[src/rtl/xgriscv_ifetch_queue.sv]
// Instruction fetch unit: owns the fetch PC, issues in-order memory requests and
// buffers returned instructions in a DEPTH-entry queue for the fetch stage.
module xgriscv_ifetch_queue #(
    parameter int unsigned          ADDR_SIZE  = 32,
    parameter int unsigned          INSTR_SIZE = 32,
    parameter int unsigned          DEPTH      = 4,
    parameter logic [ADDR_SIZE-1:0] RESET_PC   = '0
) (
    input  logic                  clk,
    input  logic                  reset,
    output logic                  imem_req_valid,
    input  logic                  imem_req_ready,
    output logic [ADDR_SIZE-1:0]  imem_req_addr,
    input  logic                  imem_rsp_valid,
    input  logic [INSTR_SIZE-1:0] imem_rsp_data,
    input  logic                  redirect,
    input  logic [ADDR_SIZE-1:0]  redirect_pc,
    input  logic                  stall,
    output logic [INSTR_SIZE-1:0] instrF,
    output logic [ADDR_SIZE-1:0]  pcF,
    output logic                  validF
);

    localparam int unsigned PTR_W = (DEPTH > 1) ? $clog2(DEPTH) : 1;
    localparam int unsigned CNT_W = PTR_W + 1;

    logic [ADDR_SIZE-1:0]  fetch_pc_q, fetch_pc_d;
    logic [ADDR_SIZE-1:0]  pc_mem_q    [DEPTH];
    logic [ADDR_SIZE-1:0]  pc_mem_d    [DEPTH];
    logic [INSTR_SIZE-1:0] instr_mem_q [DEPTH];
    logic [INSTR_SIZE-1:0] instr_mem_d [DEPTH];
    logic [DEPTH-1:0]      filled_q, filled_d;
    logic [PTR_W-1:0]      alloc_ptr_q, alloc_ptr_d;
    logic [PTR_W-1:0]      fill_ptr_q, fill_ptr_d;
    logic [PTR_W-1:0]      head_ptr_q, head_ptr_d;
    logic [CNT_W-1:0]      alloc_cnt_q, alloc_cnt_d;
    logic [CNT_W-1:0]      pending_cnt_q, pending_cnt_d;
    logic [CNT_W-1:0]      discard_cnt_q, discard_cnt_d;

    logic accept;
    logic rsp_drop;
    logic rsp_fill;
    logic consume;

    // Requests stop at DEPTH outstanding (live entries plus responses still owed).
    assign imem_req_valid = !redirect && ((alloc_cnt_q + discard_cnt_q) < CNT_W'(DEPTH));
    assign imem_req_addr  = fetch_pc_q;

    assign validF = filled_q[head_ptr_q];
    assign instrF = validF ? instr_mem_q[head_ptr_q] : '0;
    assign pcF    = validF ? pc_mem_q[head_ptr_q]    : '0;

    assign accept   = imem_req_valid && imem_req_ready;
    assign rsp_drop = imem_rsp_valid && (discard_cnt_q != '0);
    assign rsp_fill = imem_rsp_valid && (discard_cnt_q == '0) && (pending_cnt_q != '0);
    assign consume  = validF && !stall;

    always_comb begin
        fetch_pc_d    = fetch_pc_q;
        pc_mem_d      = pc_mem_q;
        instr_mem_d   = instr_mem_q;
        filled_d      = filled_q;
        alloc_ptr_d   = alloc_ptr_q;
        fill_ptr_d    = fill_ptr_q;
        head_ptr_d    = head_ptr_q;
        alloc_cnt_d   = alloc_cnt_q;
        pending_cnt_d = pending_cnt_q;
        discard_cnt_d = discard_cnt_q;

        if (redirect) begin
            // Every unfilled request becomes a wrong-path response; this cycle's response is one of them.
            fetch_pc_d    = redirect_pc & ~ADDR_SIZE'(3);
            filled_d      = '0;
            alloc_ptr_d   = '0;
            fill_ptr_d    = '0;
            head_ptr_d    = '0;
            alloc_cnt_d   = '0;
            pending_cnt_d = '0;
            discard_cnt_d = discard_cnt_q + pending_cnt_q - CNT_W'(rsp_drop || rsp_fill);
        end else begin
            if (accept) begin
                pc_mem_d[alloc_ptr_q] = fetch_pc_q;
                filled_d[alloc_ptr_q] = 1'b0;
                alloc_ptr_d           = alloc_ptr_q + PTR_W'(1);
                fetch_pc_d            = fetch_pc_q + ADDR_SIZE'(4);
            end
            if (rsp_fill) begin
                instr_mem_d[fill_ptr_q] = imem_rsp_data;
                filled_d[fill_ptr_q]    = 1'b1;
                fill_ptr_d              = fill_ptr_q + PTR_W'(1);
            end
            if (consume) begin
                filled_d[head_ptr_q] = 1'b0;
                head_ptr_d           = head_ptr_q + PTR_W'(1);
            end
            alloc_cnt_d   = alloc_cnt_q + CNT_W'(accept) - CNT_W'(consume);
            pending_cnt_d = pending_cnt_q + CNT_W'(accept) - CNT_W'(rsp_fill);
            discard_cnt_d = discard_cnt_q - CNT_W'(rsp_drop);
        end
    end

    always_ff @(posedge clk or negedge reset) begin
        if (!reset) begin
            fetch_pc_q    <= RESET_PC;
            filled_q      <= '0;
            alloc_ptr_q   <= '0;
            fill_ptr_q    <= '0;
            head_ptr_q    <= '0;
            alloc_cnt_q   <= '0;
            pending_cnt_q <= '0;
            discard_cnt_q <= '0;
            for (int unsigned i = 0; i < DEPTH; i++) begin
                pc_mem_q[i]    <= '0;
                instr_mem_q[i] <= '0;
            end
        end else begin
            fetch_pc_q    <= fetch_pc_d;
            filled_q      <= filled_d;
            alloc_ptr_q   <= alloc_ptr_d;
            fill_ptr_q    <= fill_ptr_d;
            head_ptr_q    <= head_ptr_d;
            alloc_cnt_q   <= alloc_cnt_d;
            pending_cnt_q <= pending_cnt_d;
            discard_cnt_q <= discard_cnt_d;
            for (int unsigned i = 0; i < DEPTH; i++) begin
                pc_mem_q[i]    <= pc_mem_d[i];
                instr_mem_q[i] <= instr_mem_d[i];
            end
        end
    end

endmodule

[config.mk]
export PLATFORM = sky130hd
export DESIGN_NAME = xgriscv_ifetch_queue
export DESIGN_NICKNAME = d
export VERILOG_FILES = /design/src/rtl/xgriscv_ifetch_queue.sv
export SDC_FILE = /design/constraint.sdc
export NUM_CORES = 1
export LEC_CHECK = 0
export CAP_MARGIN = 20
export CORE_MARGIN = 4
export CORE_UTILIZATION = 35
export DETAILED_ROUTE_END_ITERATION = 10
export SLEW_MARGIN = 15
export SYNTH_ARGS = -nofsm -noshare
export SYNTH_HDL_FRONTEND = slang
export SYNTH_SLANG_ARGS = --single-unit
[constraint.sdc]
create_clock -name clk -period 2.74 [get_ports clk]
set_clock_uncertainty 0.2 [all_clocks]
set_input_delay 0.548 -clock clk [delete_from_list [all_inputs] [get_ports clk]]
set_output_delay 0.548 -clock clk [all_outputs]
set_load 0.01 [all_outputs]
==> results.sh <==
export IMPL_dominantRegCellSynth="dfrtp_1"
export IMPL_worstSetupPathType="flip-flop to primary output"
export IMPL_synth_seq_area_share_pct=51.0
export IMPL_num_vias=8971
export IMPL_die_w_um=212
export IMPL_syn_area_sq_um=14600
export IMPL_post_drt_wl_per_cell_um=20.4
export IMPL_cts_clk_slew_worst_paths_ns=0.06
export IMPL_synth_cells=1014
export IMPL_synth_area_mux_share_pct=30.8
export IMPL_nets=1327
export IMPL_design_area_sq_um=18900
export IMPL_switching_share_pct=27.0
export IMPL_run_status="complete, but fails checks"
export IMPL_drc=0
export IMPL_final_common_cell="dfrtp_1"
export IMPL_synth_compound_area_share_pct=2.09
export IMPL_drtIter0Drc=464
export IMPL_clk_path_buf_depth=3
export IMPL_initial_core_util_pct=35.5
export IMPL_setup_violations=64
export IMPL_syn_area_per_cell_sq_um=14.4
export IMPL_cap_viol_max_count=0
export IMPL_synth_top_area_cell="dfrtp_1"
export IMPL_pwr_share_clk_pct=33.0
export IMPL_r2r_slack_ns=-0.02
export IMPL_drt_pass1_iter_count=4
export IMPL_highest_layer="met5"
export IMPL_ctsRootBufferMaster="clkbuf_16"
export IMPL_antenna_cells=0
export IMPL_endpoint_kind="primary output"
export IMPL_power_leakage_nw=8.40
export IMPL_ys_seq_elements=297
export IMPL_synth_area_leaders="dfrtp_1, mux2_2, mux4_2"
export IMPL_p_per_area_nw_per_um2=712
export IMPL_wl_met3_mm=1.80
export IMPL_worst_slew_pin_slew_ns=0.546
export IMPL_grt_max_degree=66
export IMPL_rr_startpoint="head_ptr_q[0]$_DFFE_PN0P_"
export IMPL_synth_adder_area_share_pct=2.39
export IMPL_dp_cells=1703
export IMPL_most_common_layout_cells="dfrtp_1, mux2_2, clkdlybuf4s50_1, mux4_2, mux2_4"
export IMPL_cts_sinks=297
export IMPL_clock_latency_ns=0.55
export IMPL_setup_ws_ns=-0.181
export IMPL_netSwitchingPower_w=0.00363
export IMPL_htreeDepth=2
export IMPL_min_path_type="flip-flop to flip-flop"
export IMPL_grt_use_total_pct=16.4
export IMPL_p_comb_share_pct=24.5
export IMPL_cp_start_kind="flip-flop"
export IMPL_rsz0062_at_grt="yes"
export IMPL_totalWireLength_mm=36.3
export IMPL_cp_arrival_ns=2.17
export IMPL_finalPower_w=0.0134
export IMPL_instances_no_fill=1781
export IMPL_crit_path_max_fanout=6
export IMPL_peakVddDrop_uv=377
export IMPL_synth_simple_area_share_pct=7.76
export IMPL_gp_congestion=0.760
export IMPL_vias_per_cell=5.04
export IMPL_synth_top_area_share_pct=51.0
export IMPL_syn_to_final_growth_pct=29.5
export IMPL_fmax_mhz=342
export IMPL_maxSlewViolCount=0
export IMPL_yosys_warnings=0
export IMPL_place_area_sq_um=17200
export IMPL_finalCritPeriodShare_pct=107
export IMPL_first_global_vias=9875
export IMPL_m1WireLength_mm=16.2
export IMPL_seq_power_share_pct=42.5
export IMPL_cts_tree="built"
export IMPL_floorplan_die_area_sq_um=45000
export IMPL_hold_viol=0
export IMPL_synthArstFlopShare_pct=100
export IMPL_io_buffers=161
export IMPL_io_pins=168
export IMPL_place_ws_ns=-0.197
export IMPL_grt_overflow=0
export IMPL_startpoint="head_ptr_q[0]$_DFFE_PN0P_"
export IMPL_grt_antenna_before_repair=2
export IMPL_antenna_left=0
export IMPL_synth_edf_count=0
export IMPL_grt_pass1_wl_mm=58.0
export IMPL_synth_top_family_by_area="multiplexers"
export IMPL_wl_met2_mm=17.5
export IMPL_worstHoldStart="instr_mem_q[2]$_DFFE_PN0P_"
export IMPL_slew_limit_headroom_pct=63.6
export IMPL_drive_gt1_share_pct=46.1
export IMPL_ys_types=54
export IMPL_p_int_w=0.00981
export IMPL_synthXorXnorAreaFrac_pct=2.27
export IMPL_cts_buffers=36
export IMPL_fin_crit_ns=2.92
export IMPL_core_sq_um=41000
export IMPL_dpl_hpwl_mm=23.0
export IMPL_rows=74
export IMPL_worstPathRequired_ns=1.99
export IMPL_die_h_um=212
export IMPL_violations="setup timing"
## repair_timing
item / in CTS / in global routing
hold buffers: 1 / 0
buffers inserted: 11 / 7
gates cloned: 7 / 0
pin swaps: 4 / 5
setup endpoints to repair: 65 / 69
gates resized for setup: 295 / 89
hold endpoints to repair: 58 / 0
## final timing paths
check / endpoint / depth (start not counted)
setup / recovery: pcF[29] / 6
hold / removal: instr_mem_q[2]$_DFFE_PN0P_ / 1
setup reg to reg: alloc_cnt_q[1]$_DFF_PN0_ / 11
hold reg to reg: instr_mem_q[2]$_DFFE_PN0P_ / 1
max in group asynchronous: instr_mem_q[30]$_DFFE_PN0P_ / 3
min in group asynchronous: instr_mem_q[106]$_DFFE_PN0P_ / 2
## state kept, by name (all words and copies together) (netlist names)
signal,count
discard_cnt_q,3
instr_mem_q,128
alloc_ptr_q,2
imem_req_addr,30
pc_mem_q,120
fill_ptr_q,2
alloc_cnt_q,3
pending_cnt_q,3
head_ptr_q,2
filled_q,4
## metal layers
| layer | track usage, % | vias to the layer above |
|---|---|---|
| met2 | 26.9 | 195 |
| met4 | 4.81 | 4 |
| met5 | 0 | - |
| met3 | 3.05 | 56 |
| li1 | - | 4045 |
| met1 | 22.5 | 4671 |
## critical path, cell delays in order (launching register included)
cell and delay (ns):
dfrtp_4 0.51, buf_12 0.16, buf_16 0.14, buf_12 0.12, mux4_2 0.42, nor2b_4 0.14
buf_6 0.12
## synth_stat cells, types with 16 or more instances
library cell,number
o21ai_0,22
clkbuf_1,28
mux2_2,192
xnor2_1,16
ha_1,23
nor2_1,21
dfrtp_1,297
inv_1,22
nand2_1,37
nor2b_1,67
buf_2,16
mux2_4,56
mux4_2,62
## through the flow
| step | hold slack, ns | setup TNS [ns] | util, % |
|---|---|---|---|
| 2_1_floorplan | 0.0524 | 0 | - |
| 3_3_place_gp | 0.269 | -0.246 | 41.9 |
| 3_5_place_dp | 0.275 | -0.347 | 41.9 |
| 4_1_cts | 0.287 | -11.67 | 45.3 |
| 5_1_grt | 0.312 | -10.93 | 46.0 |
| 6_report | 0.287 | -6.68 | 46.0 |
## area by class of cell
class                   count  area [sq um]
fillers                  3656         22100
clock inverters             7          93.8
flip-flops and latches    297          7440
clock buffers              49           990
inverters                  22          82.6
well taps                 532           666
repair buffers            251          2620
multi-input cells         623          6980
## power groups by stage
| stage | Combinational (W) | Sequential [W] | Clock (W) |
|---|---|---|---|
| detailed placement | 0.00310 | 0.00574 | 0 |
| global placement | 0.00304 | 0.00571 | 0 |
| floorplan | 0.00217 | 0.00562 | 0 |
| finish | 0.00329 | 0.00571 | 0.00443 |
| global route | 0.00357 | 0.00581 | 0.00477 |
| CTS | 0.00321 | 0.00569 | 0.00459 |
## kinds of logic (layout without fill, tap and decap cells)
group,count (synthesis),count (layout)
flip-flops,297,297
multiplexers,319,319
AND/OR/NAND/NOR,194,194
adder cells (fa/ha/maj),26,26
AO/OA/AOI/OAI,46,46
other,1,4
XOR/XNOR,34,34
buffers and inverters,97,329
Power figures use the tool's default switching activity.
